$ cat src/rtl/vga_1bit_fetch_pkg.sv
// Shared definitions for the 1-bit VGA frame fetch engine.
// Display geometry, derived fetch sizes and FSM state encoding.
package vga_1bit_fetch_pkg;

    localparam int H_DISPLAY    = 640;
    localparam int V_DISPLAY    = 480;
    localparam int PIX_PER_WORD = 16;
    localparam int WORD_BYTES   = 2;

    localparam int H_WORDS_DFLT    = H_DISPLAY / PIX_PER_WORD;
    localparam int V_LINES_DFLT    = V_DISPLAY;
    localparam int FIFO_DEPTH_DFLT = 256;

    typedef enum logic [1:0] {
        ST_IDLE  = 2'd0,
        ST_FETCH = 2'd1,
        ST_DRAIN = 2'd2
    } state_t;

endpackage

$ cat src/rtl/vga_fetch_credit.sv
// Combinational credit check and outstanding-read counter update.
// Credit is judged on next-cycle values so back-to-back issue stays safe.
module vga_fetch_credit #(
    parameter int FIFO_DEPTH  = 256,
    parameter int FIFO_MARGIN = 4,
    parameter int MAX_PEND    = 8,
    parameter int TOTAL       = 19200,
    parameter int USEDW_W     = 9,
    parameter int PEND_W      = 4,
    parameter int ISS_W       = 15
) (
    input  logic [USEDW_W-1:0] usedw,
    input  logic [PEND_W-1:0]  pending,
    input  logic               accept,
    input  logic               beat,
    input  logic [ISS_W-1:0]   issued_next,
    output logic [PEND_W-1:0]  pending_next,
    output logic               credit
);

    localparam logic [31:0] LIMIT = 32'(FIFO_DEPTH - FIFO_MARGIN);

    logic [31:0] fill;

    // Next pending count and whether one more read fits everywhere.
    always_comb begin
        pending_next = pending;
        if (accept && !beat) begin
            pending_next = pending + PEND_W'(1);
        end else if (!accept && beat && pending != '0) begin
            pending_next = pending - PEND_W'(1);
        end
        fill   = 32'(usedw) + 32'(pending_next) + 32'(beat);
        credit = (fill < LIMIT)
              && (pending_next < PEND_W'(MAX_PEND))
              && (issued_next < ISS_W'(TOTAL));
    end

endmodule

$ cat src/rtl/vga_1bit_fetch.sv
// Avalon-MM pipelined read master filling the 1-bit VGA pixel FIFO.
// Fetches one frame of 16-bit words per frame_start, credit-throttled.
module vga_1bit_fetch
    import vga_1bit_fetch_pkg::*;
#(
    parameter int ADDR_W      = 32,
    parameter int H_WORDS     = H_WORDS_DFLT,
    parameter int V_LINES     = V_LINES_DFLT,
    parameter int FIFO_DEPTH  = FIFO_DEPTH_DFLT,
    parameter int FIFO_MARGIN = 4,
    parameter int MAX_PEND    = 8
) (
    input  logic                          clk,
    input  logic                          reset,
    input  logic                          enable,
    input  logic                          frame_start,
    input  logic [ADDR_W-1:0]             fb_base,
    output logic [ADDR_W-1:0]             avm_address,
    output logic                          avm_read,
    input  logic                          avm_waitrequest,
    input  logic [15:0]                   avm_readdata,
    input  logic                          avm_readdatavalid,
    output logic                          fifo_write_write,
    output logic [15:0]                   fifo_write_data,
    input  logic [$clog2(FIFO_DEPTH):0]   fifo_write_usedw,
    output logic                          busy,
    output logic                          frame_done,
    output logic                          frame_miss
);

    localparam int TOTAL   = H_WORDS * V_LINES;
    localparam int USEDW_W = $clog2(FIFO_DEPTH) + 1;
    localparam int PEND_W  = $clog2(MAX_PEND + 1);
    localparam int ISS_W   = $clog2(TOTAL + 1);

    state_t              state;
    logic [ISS_W-1:0]    issued;
    logic [ISS_W-1:0]    issued_next;
    logic [PEND_W-1:0]   pending;
    logic [PEND_W-1:0]   pending_next;
    logic                aborted;
    logic                accept;
    logic                beat;
    logic                last;
    logic                stalled;
    logic                credit;

    assign accept      = avm_read && !avm_waitrequest;
    assign stalled     = avm_read && avm_waitrequest;
    assign beat        = avm_readdatavalid && (state != ST_IDLE);
    assign issued_next = issued + ISS_W'(accept);
    assign last        = accept && (issued == ISS_W'(TOTAL - 1));

    vga_fetch_credit #(
        .FIFO_DEPTH  (FIFO_DEPTH),
        .FIFO_MARGIN (FIFO_MARGIN),
        .MAX_PEND    (MAX_PEND),
        .TOTAL       (TOTAL),
        .USEDW_W     (USEDW_W),
        .PEND_W      (PEND_W),
        .ISS_W       (ISS_W)
    ) u_credit (
        .usedw        (fifo_write_usedw),
        .pending      (pending),
        .accept       (accept),
        .beat         (beat),
        .issued_next  (issued_next),
        .pending_next (pending_next),
        .credit       (credit)
    );

    // Frame fetch FSM with registered Avalon, FIFO and status outputs.
    always_ff @(posedge clk) begin
        if (reset) begin
            state            <= ST_IDLE;
            avm_read         <= 1'b0;
            avm_address      <= '0;
            fifo_write_write <= 1'b0;
            fifo_write_data  <= '0;
            busy             <= 1'b0;
            frame_done       <= 1'b0;
            frame_miss       <= 1'b0;
            issued           <= '0;
            pending          <= '0;
            aborted          <= 1'b0;
        end else begin
            fifo_write_write <= beat;
            if (beat) begin
                fifo_write_data <= avm_readdata;
            end
            frame_done <= 1'b0;
            frame_miss <= frame_start && (state != ST_IDLE);
            unique case (state)
                ST_IDLE: begin
                    if (frame_start && enable) begin
                        avm_address <= {fb_base[ADDR_W-1:1], 1'b0};
                        issued      <= '0;
                        pending     <= '0;
                        aborted     <= 1'b0;
                        busy        <= 1'b1;
                        state       <= ST_FETCH;
                    end
                end
                ST_FETCH: begin
                    pending <= pending_next;
                    if (!stalled) begin
                        if (accept) begin
                            avm_address <= avm_address + ADDR_W'(WORD_BYTES);
                            issued      <= issued_next;
                        end
                        if (last) begin
                            avm_read <= 1'b0;
                            state    <= ST_DRAIN;
                        end else if (!enable) begin
                            avm_read <= 1'b0;
                            aborted  <= 1'b1;
                            state    <= ST_DRAIN;
                        end else begin
                            avm_read <= credit;
                        end
                    end
                end
                ST_DRAIN: begin
                    pending <= pending_next;
                    if (pending_next == '0 && !beat) begin
                        busy       <= 1'b0;
                        frame_done <= !aborted;
                        state      <= ST_IDLE;
                    end
                end
                default: begin
                    avm_read <= 1'b0;
                    busy     <= 1'b0;
                    state    <= ST_IDLE;
                end
            endcase
        end
    end

endmodule

$ cat config.mk
export PLATFORM = sky130hd
export DESIGN_NAME = vga_1bit_fetch
export DESIGN_NICKNAME = d
export VERILOG_FILES = /design/src/rtl/vga_1bit_fetch_pkg.sv /design/src/rtl/vga_fetch_credit.sv /design/src/rtl/vga_1bit_fetch.sv
export SDC_FILE = /design/constraint.sdc
export NUM_CORES = 1
export LEC_CHECK = 0
export ABC_AREA = 1
export ABC_CLOCK_PERIOD_IN_PS = 2830
export BUFFER_PORTS_ARGS = -buffer_cell sky130_fd_sc_hd__buf_2
export CAP_MARGIN = 30
export CORE_MARGIN = 5
export CORE_UTILIZATION = 51
export CTS_BUF_LIST = sky130_fd_sc_hd__clkbuf_8
export DETAILED_ROUTE_END_ITERATION = 10
export PLACE_DENSITY = 0.88
export SLEW_MARGIN = 30
export SYNTH_ARGS = -nofsm -noshare
export SYNTH_HDL_FRONTEND = slang
export SYNTH_SLANG_ARGS = --single-unit
export TNS_END_PERCENT = 10
$ cat constraint.sdc
create_clock -name clk -period 2.83 [get_ports clk]
set_clock_uncertainty 0.1 [all_clocks]
set_input_delay 0.283 -clock clk [delete_from_list [all_inputs] [get_ports clk]]
set_output_delay 0.283 -clock clk [all_outputs]
set_load 0.1 [all_outputs]
Word-level counts from Yosys, hierarchy flattened
Index checks and enable logic that the tools add are counted.
- add/subtract/negate cells: 6
- order comparisons: 3
- equal/unequal tests: 10
- mux-type cells: 30
- bitwise gates (word level): 4
- reduce and logical (&&, ||, !) cells: 31
- operators with widths (kind ; number):
    32-bit 2-to-1 mux ; 3
    32-bit one-hot mux with 2 select lines ; 1
    15-bit 2-to-1 mux ; 3
    32-bit by 1-bit adder with 32-bit output ; 1
    32-bit by 2-bit adder with 32-bit output (second input constant) ; 1
    32-bit by 8-bit less-than comparator with 1-bit output (second input constant) ; 1
    15-bit one-hot mux with 2 select lines ; 1
    15-bit by 1-bit adder with 15-bit output ; 1
    15-bit == test (second input constant) ; 1
    15-bit less-than comparator (second input constant) ; 1
    1-bit logical AND ; 12
    4-bit 2-to-1 mux ; 3
    2-bit != test (second input constant) ; 6
    9-bit by 4-bit adder with 10-bit output ; 1
    2-bit 2-to-1 mux ; 5
    1-bit 2-to-1 mux ; 9
    4-bit one-hot mux with 2 select lines ; 1
    4-bit AND reduction ; 2
    2-bit one-hot mux with 3 select lines ; 1
    2-bit nonzero test ; 3
    5-bit AND reduction ; 1
    4-bit by 1-bit adder with 4-bit output (second input constant) ; 1
    1-bit zero test ; 4
    4-bit zero test ; 1
    14 further kinds ; 20
- bits in registers: 75
- bits of input ports: 63
- output and inout bits: 53
- word-level logic and storage cells: 95

Depth between registers and ports, before layout
Gate-level depths: netlist (run 1).
- word-level depth: 16
- mapped depth: 21
- depth with buffers taken out: 21

Hierarchy
Synthesis (run 1) repeated with hierarchy kept, for this count alone.
- cell total of the unflattened synthesis: 775
- area, all modules: 4618.2 um^2
- modules (own cells, without submodules) (module ; instances ; cells each ; area each (um^2) ; sequential area each (um^2)):
    vga_1bit_fetch ; 1 ; 681 ; 4165.2 ; 1481.4
    vga_fetch_credit ; 1 ; 94 ; 452.9 ; 0.0

Worst setup path before layout (run 1)
No wires, ideal clock.
- path kind: register -> register
- start point: reg avm_read
- end point: reg avm_read
- setup time: 0.070 ns
- data arrival time: 3.095 ns
- required time: 2.660 ns
- slack: -0.435 ns
- cell stages (with the launch flop): 20
- path buffers: 0
- period minus slack after synthesis: 3.265 ns
- cells stage by stage: dfxtp_1 -> nand2_2 -> inv_1 -> nand2_4 -> nand2_1 -> nand2_1 -> nand2_1 -> ha_1 -> inv_1 -> fa_1 -> or2_2 -> nand2_1 -> nand2_1 -> nand2_1 -> nor2_1 -> nand3_1 -> nand2_1 -> nor3_1 -> nand2_1 -> a21oi_1
- longest elaborated chain between the ends: 15
- elaborated cells between the ends (all ways): 23
- classes of those cells: add/sub (3); order compare (3); eq/ne (1); mux (6); reduce/logical (10)
- ends and longest elaborated chain (what ; line ; RTL):
    from (decl) ; vga_1bit_fetch.sv:19 ; output logic avm_read,
    from (signal assigned) ; vga_1bit_fetch.sv:119 ; avm_read <= credit;
    1-bit logical AND ; vga_1bit_fetch.sv:48 ; assign accept = avm_read && !avm_waitrequest;
    1-bit zero test ; vga_fetch_credit.sv:30 ; end else if (!accept && beat && pending != '0) begin
    1-bit logical AND (2 in series) ; vga_fetch_credit.sv:30 ;
    4-bit 2-to-1 mux ; vga_fetch_credit.sv:30 ;
    4-bit 2-to-1 mux ; vga_fetch_credit.sv:28 ; if (accept && !beat) begin
    9-bit by 4-bit adder with 10-bit output ; vga_fetch_credit.sv:33 ; fill = 32'(usedw) + 32'(pending_next) + 32'(beat);
    32-bit by 1-bit adder with 32-bit output ; vga_fetch_credit.sv:33 ;
    32-bit by 8-bit less-than comparator with 1-bit output ; vga_fetch_credit.sv:34 ; credit = (fill < LIMIT)
    1-bit logical AND ; vga_fetch_credit.sv:35 ; && (pending_next < PEND_W'(MAX_PEND))
    1-bit logical AND ; vga_fetch_credit.sv:36 ; && (issued_next < ISS_W'(TOTAL));
    1-bit 2-to-1 mux ; vga_1bit_fetch.sv:114 ; end else if (!enable) begin
    1-bit 2-to-1 mux ; vga_1bit_fetch.sv:111 ; if (last) begin
    1-bit 2-to-1 mux ; vga_1bit_fetch.sv:106 ; if (!stalled) begin
    1-bit one-hot mux with 2 select lines ; vga_1bit_fetch.sv:93 ; unique case (state)
Several ways; a longest one is shown, not always the timed one. The select of a mux whose other input is x is not followed.
A chain may end at the register's enable or synchronous reset.

Worst setup path in the final report (run 1)
- start point: reg state[1]
- end point: reg avm_read
- longest elaborated chain between the ends: 15
- elaborated cells between the ends (all ways): 25
- classes of those cells: add/sub (2); order compare (2); eq/ne (3); mux (6); bitwise (1); reduce/logical (11)
- ends and longest elaborated chain (what ; line ; RTL):
    from (decl) ; vga_1bit_fetch.sv:36 ; state_t state;
    from (signal assigned) ; vga_1bit_fetch.sv:75 ; state <= ST_IDLE;
    from (signal assigned) ; vga_1bit_fetch.sv:101 ; state <= ST_FETCH;
    from (signal assigned) ; vga_1bit_fetch.sv:113 ; state <= ST_DRAIN;
    2-bit nonzero test ; vga_1bit_fetch.sv:50 ; assign beat = avm_readdatavalid && (state != ST_IDLE);
    1-bit logical AND ; vga_1bit_fetch.sv:50 ;
    1-bit logical AND (2 in series) ; vga_fetch_credit.sv:30 ;
    4-bit 2-to-1 mux ; vga_fetch_credit.sv:30 ;
    4-bit 2-to-1 mux ; vga_fetch_credit.sv:28 ;
    9-bit by 4-bit adder with 10-bit output ; vga_fetch_credit.sv:33 ;
    32-bit by 1-bit adder with 32-bit output ; vga_fetch_credit.sv:33 ;
    32-bit by 8-bit less-than comparator with 1-bit output ; vga_fetch_credit.sv:34 ;
    1-bit logical AND ; vga_fetch_credit.sv:35 ;
    1-bit logical AND ; vga_fetch_credit.sv:36 ;
    1-bit 2-to-1 mux ; vga_1bit_fetch.sv:114 ;
    1-bit 2-to-1 mux ; vga_1bit_fetch.sv:111 ;
    1-bit 2-to-1 mux ; vga_1bit_fetch.sv:106 ;
    1-bit one-hot mux with 2 select lines ; vga_1bit_fetch.sv:93 ;
Several ways; a longest one is shown, not always the timed one. The select of a mux whose other input is x is not followed.

==> metrics.csv, run 1 <==
stage,metric,value,unit
hold_path,hold_class,in2reg,
logic_synthesis,synth_nets,822,
floorplanning,rows,35,
layout,final_core_util,63.9,%
power,peakVddDrop,0.677,mV
cts,cts-buffers-inserted,9,
power,power_frac_comb,60.6,%
logic_synthesis,synth_compound_area_share,14.7,%
worst_setup_path,reg2reg_depth,18,
routing,routed_via_density,5.41,
floorplanning,start_util,52.1,%
global_routing,grt.overflow.total,0,
power,p_leak,2.69,nW
cts,clkLatencyLatePin,350,ps
worst_setup_path,critPathCaptureType,register,
logic_synthesis,netlist_instances,746,
logic_synthesis,synth-seq-cells,74,
floorplanning,die_h,107,microns
routing,totalWireLength,13.4,mm
placement,dp.final_hpwl,9.70,mm
worst_setup_path,cp_max_fo,4,
run,maxCapViolCount,0,
sta,fmaxAchievable,355,MHz
logic_synthesis,synth.top_cell.area_share,30.9,%
routing,dr.pass1.iters,5,
power,clock_power_share,14.1,%
worst_setup_path,crit_type,reg2reg,
logic_synthesis,synth.area.mux_share,0,%
logic_synthesis,avgSynthCellArea,6.42,sq um
power,switching_share,59.6,%
cts,cts.sinks,74,
logic_synthesis,synth_area_leader_cell,dfxtp_1,
layout,num-nets-final,945,
sta,drv_slew,0,
global_routing,grt_pass1_vias,4947,
logic_synthesis,ys_types,54,
routing,drt_iter0_markers,358,
sta,fin_crit_sh,99.6,%
logic_synthesis,ys_top_cells_by_area,"dfxtp_1 31%, nand2_1 16%, nor2_1 8.2%, a21oi_1 5.5%, inv_1 5.4%",
sta,hold_violations,0,
global_routing,antenna_found_initial,0,
layout,syn_to_final_growth,22.5,%
floorplanning,core,9200,sq um
worst_setup_path,r2r-end,avm_read$_SDFFE_PP0P_,
logic_synthesis,synthesis.area,4790,sq um
power,p_int,2.62,mW
worst_setup_path,r2r_slack,10,ps
worst_setup_path,start_kind,register,
routing,post-route-drc-count,0,
logic_synthesis,yosys_warnings,0,
sta,setup_viol_count_final,0,
worst_setup_path,cp.arrival,3000,ps
sta,tightest_slew,767,ps
sta,fin_crit,2820,ps
cts,cts-htree-levels,3,
global_routing,grt_max_degree,55,
cts,cts_buffer_depth,2,
routing,num_vias,5331,
cts,root_buffer,clkbuf_8,
logic_synthesis,synth-xor-area-share,2.38,%
worst_setup_path,cp-startpoint,state[1]$_SDFFE_PP0P_,
status,run_status,"complete, no violations",
worst_setup_path,endpoint,avm_read$_SDFFE_PP0P_,
sta,slew_headroom,48.8,%
routing,wl_per_cell,13.6,microns
floorplanning,io_pins,116,
cts,tritoncts,yes,
hold_path,hold_path.startpoint,avm_readdata[2],
placement,portBuffers,113,
logic_synthesis,synth_top_family_by_area,simple AND/OR/NAND/NOR gates,
worst_setup_path,required,3010,ps
layout,diodes,0,
layout,nFillCells,851,
floorplanning,die-area,11400,sq um
power,p_total,6.47,mW
power,p_per_area,1100,nW/um^2
logic_synthesis,synth-simple-area-share,39.9,%
floorplanning,die_w,107,microns
power,p_seq_share,25.3,%
global_routing,track_usage,23.0,%
layout,layout-drive-gt1-share,24.3,%
global_routing,grt_pass1_wl,21.8,mm
logic_synthesis,synth-adder-area-share,3.55,%
sta,rsz0062_at_grt,yes,
placement,place_congestion,0.915,
routing,antenna_left,0,
power,p_switching,3.86,mW
worst_setup_path,timing.rr.start,state[1]$_SDFFE_PP0P_,
cts,clkSlewWorstSetupHoldPaths,80,ps
logic_synthesis,seq_area_frac_synth,30.9,%
[critical path: stages, from the launching register on]
cell,delay [ps]
dfxtp_2,340
inv_2,50
ha_4,160
nor2_4,180
nand3_2,120
nand2_2,100
nand2_2,60
nand2_2,100
ha_4,140
inv_2,40
fa_2,370
or2_4,250
nand2_1,80
nand3b_1,80
nand3_1,90
nand2_1,70
nor3_2,170
nand2_1,100
a21oi_2,140
[area by class of cell]
cell class | count | area, sq um | area share, %
clock inverters | 7 | 93.8 | 1.60
well taps | 111 | 139 | 2.37
inverters | 72 | 273 | 4.65
repair buffers | 139 | 761 | 13.0
multi-input cells | 573 | 2990 | 51.0
flip-flops and latches | 74 | 1490 | 25.3
clock buffers | 9 | 124 | 2.11
[flip-flops by register name, summed over array words and instances, names as in the netlist]
name	cells
fifo_write_data	16
avm_address	31
aborted	1
pending	4
frame_miss	1
busy	1
issued	15
fifo_write_write	1
state	2
frame_done	1
avm_read	1
[through the flow]
step | setup TNS, ps | std cells | setup slack, ps | hold slack, ps | area (sq um)
finish | 0 | 985 | 10.3 | 53.1 | 5870
global route | -147 | 985 | -147 | 45.5 | 5870
CTS | 0 | 982 | 35.6 | 34.1 | 5770
detailed placement | -19.6 | 966 | -19.6 | 323 | 5540
global placement | 0 | 966 | 24.3 | 326 | 5540
floorplan | 0 | 746 | 34.5 | 300 | 4800
[cells by family (layout without fill, tap and decap cells)]
group	after synthesis	count (layout)
flip-flops	74	74
AND/OR/NAND/NOR	423	423
adder cells (fa/ha/maj)	13	13
buffers and inverters	99	227
XOR/XNOR	13	13
AO/OA/AOI/OAI	123	123
other	1	1
[cell usage after synthesis, drive strengths merged]
library cell / number
nand2: 207
nor2: 112
dfxtp: 74
inv: 72
a21oi: 57
nand3: 44
o21ai: 43
nor3: 18
nand4: 17
clkbuf: 16
ha: 12
buf: 11
xor2: 11
or2: 9
nor4: 7
a211oi: 4
nand3b: 4
o211ai: 4
a31oi: 3
nor3b: 3
a221oi: 2
o22ai: 2
xnor2: 2
a311oi: 1
a31o: 1
and2: 1
and3: 1
conb: 1
fa: 1
o2111ai: 1
o211a: 1
o21a: 1
o21bai: 1
o221ai: 1
o31ai: 1
[layout by cell type, fill, tap and decap left out, types with 4 or more instances in the layout]
cell type	synthesis	routed
a211oi_1	4	4
a21oi_1	53	52
a21oi_2	3	4
buf_2	6	113
buf_4	3	26
clkbuf_8	0	9
dfxtp_1	74	71
ha_1	12	7
ha_4	0	4
inv_1	69	67
inv_2	2	5
nand2_1	200	194
nand2_2	4	10
nand3_1	42	40
nand3_2	2	4
nand3b_1	4	4
nand4_1	15	15
nor2_1	105	105
nor2_4	4	4
nor3_1	16	15
nor4_1	7	7
o211ai_1	4	4
o21ai_0	39	38
o21ai_1	4	5
or2_2	6	5
xor2_1	11	11
[power by group through the flow]
stage	combinational [mW]	sequential (mW)	clock [mW]
detailed placement	3.87	1.64	0
CTS	3.88	1.62	0.932
global placement	3.82	1.64	0
floorplan	1.39	3.44	0
global route	4.19	1.68	0.974
finish	3.92	1.64	0.915
[worst min-delay path by stage]
stage	slack (ps)	depth (start not counted)	end
2_1_floorplan	300	1	frame_done$_SDFF_PP0_
3_3_place_gp	330	1	frame_done$_SDFF_PP0_
3_5_place_dp	320	1	frame_done$_SDFF_PP0_
4_1_cts	30	3	fifo_write_data[5]$_SDFFE_PP0P_
5_1_grt	50	3	frame_miss$_SDFF_PP0_
6_report	50	3	fifo_write_data[2]$_SDFFE_PP0P_
[routing by layer]
metal / wire, microns / part of all wire (%) / global-route usage, % / vias up
met5: 0 / 0 / 0 / -
met4: 433 / 3.2 / 9.32 / 0
met3: 1030 / 7.7 / 4.58 / 34
met2: 6340 / 47 / 38.4 / 224
met1: 5630 / 42 / 28.9 / 2392
li1: - / - / - / 2681
[timing repair]
item,in CTS,in global routing
pin swaps,1,11
gates resized for setup,2,22
hold buffers,0,0
setup endpoints to repair,1,1
gates cloned,0,0
buffers inserted,0,3
No activity file was read; power rests on OpenSTA's default activity.
==> inputs of run 2 (changes only) <==
--- a/config.mk
+++ b/config.mk
@@ -6,14 +6,14 @@
 export NUM_CORES = 1
 export LEC_CHECK = 0
 export ABC_AREA = 1
-export ABC_CLOCK_PERIOD_IN_PS = 2830
+export ABC_CLOCK_PERIOD_IN_PS = 2800
 export BUFFER_PORTS_ARGS = -buffer_cell sky130_fd_sc_hd__buf_2
 export CAP_MARGIN = 30
 export CORE_MARGIN = 5
-export CORE_UTILIZATION = 51
+export CORE_UTILIZATION = 56
 export CTS_BUF_LIST = sky130_fd_sc_hd__clkbuf_8
 export DETAILED_ROUTE_END_ITERATION = 10
-export PLACE_DENSITY = 0.88
+export PLACE_DENSITY = 0.91
 export SLEW_MARGIN = 30
 export SYNTH_ARGS = -nofsm -noshare
 export SYNTH_HDL_FRONTEND = slang
==> constraint.sdc (replaced) <==
create_clock -name clk -period 2.8 [get_ports clk]
set_clock_uncertainty 0.1 [all_clocks]
set_input_delay 0.28 -clock clk [delete_from_list [all_inputs] [get_ports clk]]
set_output_delay 0.28 -clock clk [all_outputs]
set_load 0.1 [all_outputs]
==> metrics.csv, run 2 (synthesis results as in run 1) <==
stage,metric,value,unit,change
cts,clkSlewWorstSetupHoldPaths,80,ps,about the same
global_routing,grt_max_degree,42,,-24%
sta,fmaxAchievable,367,MHz,+3.5%
sta,tightest_slew,780,ps,+12.8 ps
layout,syn_to_final_growth,21.8,%,
placement,pre_cts_ws,-135,ps,-115 ps
layout,finalNonFillerCells,983,,-0.20%
global_routing,grt_pass1_vias,4992,,+0.91%
sta,rsz0062_at_grt,yes,,
run,maxCapViolCount,0,,unchanged
power,p_total,6.53,mW,+0.84%
power,p_leak,2.71,nW,+0.57%
power,peakVddDrop,0.923,mV,+36%
worst_setup_path,start_kind,register,,
floorplanning,start_util,58.0,%,+5.9 points
layout,layout-drive-gt1-share,24.0,%,-0.22 points
placement,dp.cells,963,,-0.31%
sta,setup_viol_count_final,0,,unchanged
cts,cts-htree-levels,3,,unchanged
sta,setup_ws,76.7,ps,+66.4 ps
routing,drt_iter0_markers,377,,+5.3%
cts,hold_buffers,0,,unchanged
floorplanning,core,8260,sq um,-10%
global_routing,antenna_found_initial,1,,+1
power,p_per_area,1120,nW/um^2,+1.4%
floorplanning,rows,33,,-5.7%
cts,cts_buffer_depth,2,,unchanged
worst_setup_path,critPathCaptureType,register,,
routing,antenna_left,0,,unchanged
routing,routed_via_density,5.48,,+1.3%
cts,cts.sinks,74,,unchanged
worst_setup_path,required,2990,ps,-20 ps
routing,num_vias,5390,,+1.1%
sta,fin_crit,2720,ps,-96.4 ps
floorplanning,io_pins,116,,unchanged
layout,layout_commonest_cell,nand2_1,,
floorplanning,die-area,10500,sq um,-8.1%
placement,place_congestion,0.959,,+4.8%
placement,portBuffers,113,,unchanged
worst_setup_path,cp.arrival,2920,ps,-80 ps
sta,slew_headroom,47.9,%,-0.86 points
cts,root_buffer,clkbuf_8,,
worst_setup_path,cp_max_fo,4,,unchanged
global_routing,track_usage,25.8,%,+2.9 points
routing,dr.pass1.iters,5,,unchanged
layout,num-nets-final,949,,+0.42%
floorplanning,die_w,103,microns,-4.1%
routing,wl_per_cell,13.8,microns,+0.96%
cts,tritoncts,yes,,
cts,cts-buffers-inserted,9,,unchanged
routing,post-route-drc-count,0,,unchanged
placement,dp.final_hpwl,10.1,mm,+3.8%
status,run_status,"complete, no violations",,
layout,reg.largest.list,"avm_address (31), fifo_write_data (16), issued (15)",,
layout,final_core_util,70.7,%,+6.8 points
routing,totalWireLength,13.5,mm,+0.75%
global_routing,grt.overflow.total,0,,unchanged
sta,fin_crit_sh,97.3,%,-2.4 points
worst_setup_path,r2r_slack,80,ps,+70 ps
cts,clkLatencyLatePin,360,ps,about the same
layout,nFillCells,710,,-17%
layout,max_flop_register,avm_address,,
sta,hold_violations,0,,unchanged
global_routing,grt_pass1_wl,22.1,mm,+1.2%
layout,final_cell_mix,"198 x nand2_1, 113 x buf_2, 105 x nor2_1",,
floorplanning,die_h,103,microns,-4.1%
layout,largest_reg_flops,31,,unchanged
worst_setup_path,crit_type,reg2reg,,
layout,diodes,0,,unchanged
hold_path,hold_class,in2reg,,
sta,tns,0,ps,unchanged
sta,drv_slew,0,,unchanged
run 2: cell count changes in the layout (fill, tap and decap cells not counted), sizes merged:
cell	previous run	this run
bufinv	2	1
buf	139	143
clkinv	2	3
run 2: cell type report:
cell class                      instances  area [sq um]  share of cell area (%)
Multi-Input combinational cell        573          2960                    50.8
Sequential cell                        74          1490                    25.5
Timing Repair Buffer                  143           791                    13.5
Inverter                               72           273                    4.67
Tap cell                              105           131                    2.25
Clock buffer                            9           124                    2.12
Clock inverter                          7          67.6                    1.16
run 2: worst max-delay path: stages, from the launching register on:
cell and delay, ps:
dfxtp_2 340, inv_2 50, ha_4 160, nor2_4 190, nand3_4 110, nand2_1 80, nand2_1 70, nand2_1 100
ha_2 200, inv_2 40, fa_2 380, or2_4 250, nand2_1 80, nand3b_1 80, nand3_1 80, nand2_1 60
nor3_2 100, nand2_1 70, a21oi_1 110
run 2: through the flow:
stage	cell area (sq um)	hold slack (ps)
after floorplan	4800	300
after global routing	5840	45.6
after detailed placement	5560	340
final	5840	38.0
after global placement	5560	345
after CTS	5760	38.6
run 2: worst paths after layout:
kind	from	cells past startpoint	endpoint
worst max-delay path	state[0]$_SDFFE_PP0P_	18	avm_read$_SDFFE_PP0P_
worst min-delay path	avm_readdata[6]	3	fifo_write_data[6]$_SDFFE_PP0P_
worst min register to register	aborted$_SDFFE_PP0P_	1	frame_done$_SDFF_PP0_
worst max register to register	state[0]$_SDFFE_PP0P_	18	avm_read$_SDFFE_PP0P_
run 2: per-layer routing:
metal	part of all wire, %	routed length, microns	GRT usage, %	vias up
li1	-	-	-	2687
met1	41	5550	33.3	2448
met2	47	6330	41.9	221
met3	10	1370	6.83	32
met4	2.0	274	9.08	2
met5	0.096	13	0	-
run 2: what timing repair did:
action / 4_1_cts / 5_1_grt
resized for setup: 3 / 15
endpoints found under the hold margin: 0 / 0
pin swaps: 1 / 9
buffers inserted: 1 / 3
endpoints found under the setup margin: 1 / 1
gates cloned: 0 / 0
run 2: power by group:
| part | switching [mW] | internal, mW |
|---|---|---|
| clock | 0.443 | 0.411 |
| sequential | 0.325 | 1.34 |
| combinational | 3.17 | 0.841 |
| total | 3.94 | 2.59 |
